`src/rtl/ysyx_25020037_gpr_sb.sv`:
```
// ---------------------------------------------------------------------------
// ysyx_25020037_gpr_sb
//
// General-purpose register file with an integrated scoreboard for a simple
// in-order RISC-V pipeline. Each architectural register has a data word and
// a busy bit. The busy bit is set when an instruction that will write the
// register is issued, and cleared when that instruction writes back. Readers
// use the per-port busy flag to decide whether the operand is ready. A
// writeback in the same cycle as a read is forwarded, so the reader sees
// the new value and no busy flag.
//
// Parameters
//   DATA_W : register width in bits
//   NREGS  : architectural register count (16 for RV32E, 32 for RV32I)
//   NRP    : number of combinational read ports (1..4)
//
// Ports
//   clk       : single clock; all state changes on the rising edge
//   rst       : synchronous active-high reset (clears data, busy, count)
//   rd_addr   : packed read addresses, port k at [k*AW +: AW]
//   rd_data   : packed read data, port k at [k*DATA_W +: DATA_W]
//   rd_busy   : per-port flag, operand not yet available
//   wr_en     : writeback enable
//   wr_addr   : writeback destination register
//   wr_data   : writeback data
//   iss_en    : issue request reserving iss_rd
//   iss_rd    : destination register being reserved
//   iss_ready : issue is accepted this cycle when iss_en is high
//   flush     : drop every outstanding reservation
//   busy_cnt  : number of registers currently reserved
// ---------------------------------------------------------------------------
module ysyx_25020037_gpr_sb #(
  parameter  int DATA_W = 32,
  parameter  int NREGS  = 32,
  parameter  int NRP    = 2,
  localparam int AW     = $clog2(NREGS)
) (
  input  logic                  clk,
  input  logic                  rst,
  input  logic [NRP*AW-1:0]     rd_addr,
  output logic [NRP*DATA_W-1:0] rd_data,
  output logic [NRP-1:0]        rd_busy,
  input  logic                  wr_en,
  input  logic [AW-1:0]         wr_addr,
  input  logic [DATA_W-1:0]     wr_data,
  input  logic                  iss_en,
  input  logic [AW-1:0]         iss_rd,
  output logic                  iss_ready,
  input  logic                  flush,
  output logic [AW:0]           busy_cnt
);

  // -------------------------------------------------------------------------
  // State
  // -------------------------------------------------------------------------
  logic [DATA_W-1:0] regs [NREGS];
  logic [NREGS-1:0]  busy;
  logic [NREGS-1:0]  busy_next;
  logic [AW:0]       cnt_next;

  // -------------------------------------------------------------------------
  // Qualified events for this cycle
  // -------------------------------------------------------------------------
  logic wr_fire;   // writeback that actually targets a real register
  logic iss_fire;  // issue accepted this cycle
  logic set_fire;  // accepted issue that reserves a real register
  logic set_new;   // reservation turns a free register busy
  logic clr_real;  // writeback frees a register that stays free

  assign wr_fire  = wr_en && (wr_addr != '0);
  assign iss_fire = iss_en && iss_ready;
  assign set_fire = iss_fire && (iss_rd != '0);

  // A destination already reserved may be re-issued only when its pending
  // writeback lands this very cycle; flush blocks all new reservations so
  // nothing survives the flush edge.
  assign iss_ready = !flush &&
                     ((iss_rd == '0) || !busy[iss_rd] ||
                      (wr_en && (wr_addr == iss_rd)));

  // Counter deltas are derived from real bit transitions, so a set and a
  // clear of the same register cancel out and clearing a free register is
  // a no-op.
  assign set_new  = set_fire && !busy[iss_rd];
  assign clr_real = wr_fire && busy[wr_addr] &&
                    !(set_fire && (iss_rd == wr_addr));

  // -------------------------------------------------------------------------
  // Read ports with write bypass
  // -------------------------------------------------------------------------
  for (genvar k = 0; k < NRP; k++) begin : g_rd
    logic [AW-1:0] addr;
    logic          hit;

    assign addr = rd_addr[k*AW +: AW];
    assign hit  = wr_fire && (wr_addr == addr);

    assign rd_data[k*DATA_W +: DATA_W] = hit            ? wr_data :
                                         (addr == '0)   ? '0      :
                                                          regs[addr];
    assign rd_busy[k] = busy[addr] && !hit;
  end

  // -------------------------------------------------------------------------
  // Next-state busy vector and count
  // -------------------------------------------------------------------------
  // NOTE: combinational blocks use blocking assignments and give every
  // output a default first, so later statements override earlier ones and
  // no latch is inferred.
  always_comb begin
    busy_next = busy;
    cnt_next  = busy_cnt + (AW+1)'(set_new) - (AW+1)'(clr_real);
    if (wr_fire)  busy_next[wr_addr] = 1'b0;
    if (set_fire) busy_next[iss_rd]  = 1'b1;  // set wins over clear
    busy_next[0] = 1'b0;
    if (flush) begin
      busy_next = '0;
      cnt_next  = '0;
    end
  end

  // -------------------------------------------------------------------------
  // Sequential update
  // -------------------------------------------------------------------------
  // NOTE: sequential state uses non-blocking assignments so every flop
  // samples pre-edge values regardless of statement order.
  always_ff @(posedge clk) begin
    if (rst) begin
      // NOTE: the register array is built from flops, not a RAM macro, so
      // clearing every entry on reset is both legal and required here.
      for (int i = 0; i < NREGS; i++) regs[i] <= '0;
      busy     <= '0;
      busy_cnt <= '0;
    end else begin
      if (wr_fire) regs[wr_addr] <= wr_data;
      busy     <= busy_next;
      busy_cnt <= cnt_next;
    end
  end

endmodule

```
`config.mk`:
```
export PLATFORM = sky130hd
export DESIGN_NAME = ysyx_25020037_gpr_sb
export DESIGN_NICKNAME = d
export VERILOG_FILES = /design/src/rtl/ysyx_25020037_gpr_sb.sv
export SDC_FILE = /design/constraint.sdc
export NUM_CORES = 2
export LEC_CHECK = 0
export BUFFER_PORTS_ARGS = -buffer_cell sky130_fd_sc_hd__buf_2
export CAP_MARGIN = 20
export CORE_AREA = 10 10 337 339
export CTS_CLUSTER_DIAMETER = 150
export DETAILED_ROUTE_END_ITERATION = 7
export DIE_AREA = 0 0 347 349
export PLACE_DENSITY = 0.81
export SLEW_MARGIN = 20
export SYNTH_ARGS = -nofsm -noshare
export SYNTH_HDL_FRONTEND = slang
export SYNTH_SLANG_ARGS = --single-unit
```
`constraint.sdc`:
```
create_clock -name clk -period 4 [get_ports clk]
set_clock_uncertainty 0.2 [all_clocks]
set_input_delay 0.2 -clock clk [delete_from_list [all_inputs] [get_ports clk]]
set_output_delay 0.2 -clock clk [all_outputs]
set_load 0.1 [all_outputs]
```
==> qor.yml <==
critPathMaxStageDelay_ns: 0.55
rows: 120
p_int_mw: 20.24
post-route-util: 0.6167
pre_cts_ws_ns: 0.2271
grt_pass1_wl_um: 280100
hold_viol: 0
worstSetupStartpointType: "input port"
multi_input_area_mm2: 0.02528
drt_iter0_markers: 7175
drc_errors: 0
grt_overflow: 0
path_cells: "dlygate4sd3_1 > buf_2 > or3_4 > o31a_1 > and3_2 > nand2b_4 > nor2_1 > a221o_1 > buf_2"
synth_seq_area_share: 0.5412
grt_antenna_before_repair: 3
initial_utilization: 0.5458
worstPathArrival_ns: 3.60
rsz0062_at_grt: "false"
die_width_um: 347
setup_violations: 0
root_buffer: "clkbuf_16"
fillers: 7674
clock_latency_ns: 0.69
layout_commonest_cell: "edfxtp_1"
maxSlewHeadroom: 0.3304
ant_nets: 0
layout-drive-gt1-share: 0.2169
fin_crit_sh: 0.9995
cts.sinks: 1061
numCtsBuffers: 108
crit_slowest_cell: "or3_4"
synth_top_flop_cell: "edfxtp_1"
gp_congestion: 0.9240
grt_use_total: 0.3141
cts.clk_slew.worst_paths_ns: 0.06
drv_slew: 0
setup_ws_ns: 0.001892
clock.fmax_ghz: 0.2501
synthCells: 4253
coreArea_mm2: 0.1066
seqCellArea_mm2: 0.03149
synth_area_leaders: "edfxtp_1, mux4_2, and2_1"
p_leak_nw: 23.22
clockPowerShare: 0.363
status: "finished, final reports clean"
ir_drop_uv: 423.7
via_count: 41500
dp_hpwl_um: 111300
switchingPower_mw: 7.710
p_seq_frac: 0.469
die_area_mm2: 0.1211
io_buffers: 129
yosysWarningCount: 0
cp-end-kind: "output port"
final_nets: 4338
ys_async_sr_fraction: 0
synthToLayoutAreaGrowth_pct: 12.99
drv_cap: 0
cts_buffer_depth: 3
tritoncts: "done"
synth_edf_count: 1024
ys_seq_elements: 1061
htree_levels: 3
syn_area_mm2: 0.05819
die_h_um: 349
synth.largest_area_cell: "edfxtp_1"
swShare: 0.2758
power_density_mw_per_mm2: 425.2
grt_max_degree: 108
dr.pass1.iters: 7
crit_buf_inv: 3
wirelength_um: 194200
cp_top_family: "simple AND/OR/NAND/NOR gates"
worst-setup-path-type: "input port to output port"
worst_path_most_repeated_cell: "buf_2"
final_cell_mix: "edfxtp_1, and2_1, mux4_2"
cp.required_ns: 3.60
min_period_ns: 3.998
grt_pass1_vias: 41890
total_power_mw: 27.95
cts_setup_buffers: 0
fin_setup_tns_ns: 0
synth_top_area_frac: 0.5285
worstHoldPathType: "input port to flip-flop"
crit_fanout: 32
worstMarginPinSlew_ns: 1.002
ios: 130
combPwrFrac: 0.168
netlist-cell-type-count: 64
vias_per_cell: 7.196
wl_per_cell_um: 33.68
synth_area_per_cell_um2: 13.68
-- cells by family after synthesis --
logic type | after synthesis | synth area share
flip-flops | 1061 | 0.5412
AO/OA/AOI/OAI | 581 | 0.07300
XOR/XNOR | 20 | 0.003011
other | 1 | 0.00006445
AND/OR/NAND/NOR | 1415 | 0.1408
multiplexers | 690 | 0.2050
buffers and inverters | 478 | 0.03522
adder cells (fa/ha/maj) | 7 | 0.001634
-- cells in the mapped netlist, types with 13 or more instances --
| cell | count |
|---|---|
| a211oi_1 | 35 |
| o31ai_1 | 16 |
| nor2_1 | 92 |
| and3_1 | 33 |
| buf_6 | 13 |
| o21ai_0 | 54 |
| nand3_1 | 104 |
| a22oi_1 | 124 |
| a221oi_1 | 70 |
| buf_2 | 93 |
| xor2_1 | 14 |
| and2_1 | 996 |
| buf_1 | 29 |
| a32o_1 | 31 |
| nand2_1 | 136 |
| o21bai_1 | 32 |
| dfxtp_1 | 37 |
| mux4_2 | 401 |
| mux2i_1 | 285 |
| edfxtp_1 | 1024 |
| a21oi_1 | 103 |
| o211ai_1 | 61 |
| clkbuf_1 | 321 |
| a221o_1 | 32 |
-- cell type report --
cell class | instances | area share
Inverter | 11 | 0.0006661
Sequential cell | 1061 | 0.4790
Tap cell | 1403 | 0.02670
Timing Repair Buffer | 347 | 0.05569
Antenna cell | 2 | 0.00007613
Clock buffer | 141 | 0.04444
Clock inverter | 57 | 0.008907
Multi-Input combinational cell | 2745 | 0.3845
-- state kept, by name, summed over array words and instances, names as in the netlist --
register	count
busy	31
busy_cnt	6
regs	1024
-- layer usage --
layer,wire [um],vias to the layer above,GRT usage
met5,178,-,0.008800
li1,-,16320,-
met4,13980,6,0.1845
met3,31380,902,0.1198
met1,65000,20370,0.3925
met2,83690,3906,0.4637
-- power by group through the flow --
stage / combinational, mW / sequential, mW / clock, mW
after CTS: 4.53 / 13.1 / 10.2
after detailed placement: 4.48 / 13.3 / 0
after floorplan: 2.87 / 13.2 / 0
final: 4.68 / 13.1 / 10.1
after global routing: 4.77 / 13.2 / 10.6
after global placement: 4.43 / 13.2 / 0
-- path summary, 6_finish.rpt --
check	start	end	slack, ns	cells past startpoint
worst min register to register	busy[20]$_SDFF_PP0_	busy[20]$_SDFF_PP0_	0.35	2
worst max register to register	busy[6]$_SDFF_PP0_	busy_cnt[4]$_SDFF_PP0_	0.37	15
worst min-delay path	wr_addr[3]	busy[13]$_SDFF_PP0_	0.03	4
worst max-delay path	wr_addr[2]	rd_data[42]	0.002	9
-- worst register-to-register path, cell delays in order (launching register included) --
cell and delay (ns):
dfxtp_1 0.35, mux2_1 0.29, and3_1 0.18, o41ai_2 0.35, and4_1 0.35, a21oi_4 0.08
o211a_1 0.23, ha_1 0.27, inv_1 0.04, ha_1 0.20, fa_1 0.43, a21oi_1 0.16
nor2_1 0.06, nor2_1 0.11, xor2_1 0.16, nor2_1 0.05
-- repair_timing --
item	in CTS	in global routing
resized for setup	0	0
hold buffers	42	0
endpoints found under the hold margin	781	0
-- through the flow --
stage / instance area (um^2) / hold slack (ns) / instances
5_1_grt: 65740 / 0.04116 / 5765
3_3_place_gp: 61810 / 0.3214 / 5525
6_report: 65740 / 0.03318 / 5767
3_5_place_dp: 61810 / 0.3351 / 5525
4_1_cts: 65740 / 0.003956 / 5765
2_1_floorplan: 58310 / 0.1982 / 4284
Note: power is estimated with default switching activity, not from simulation.
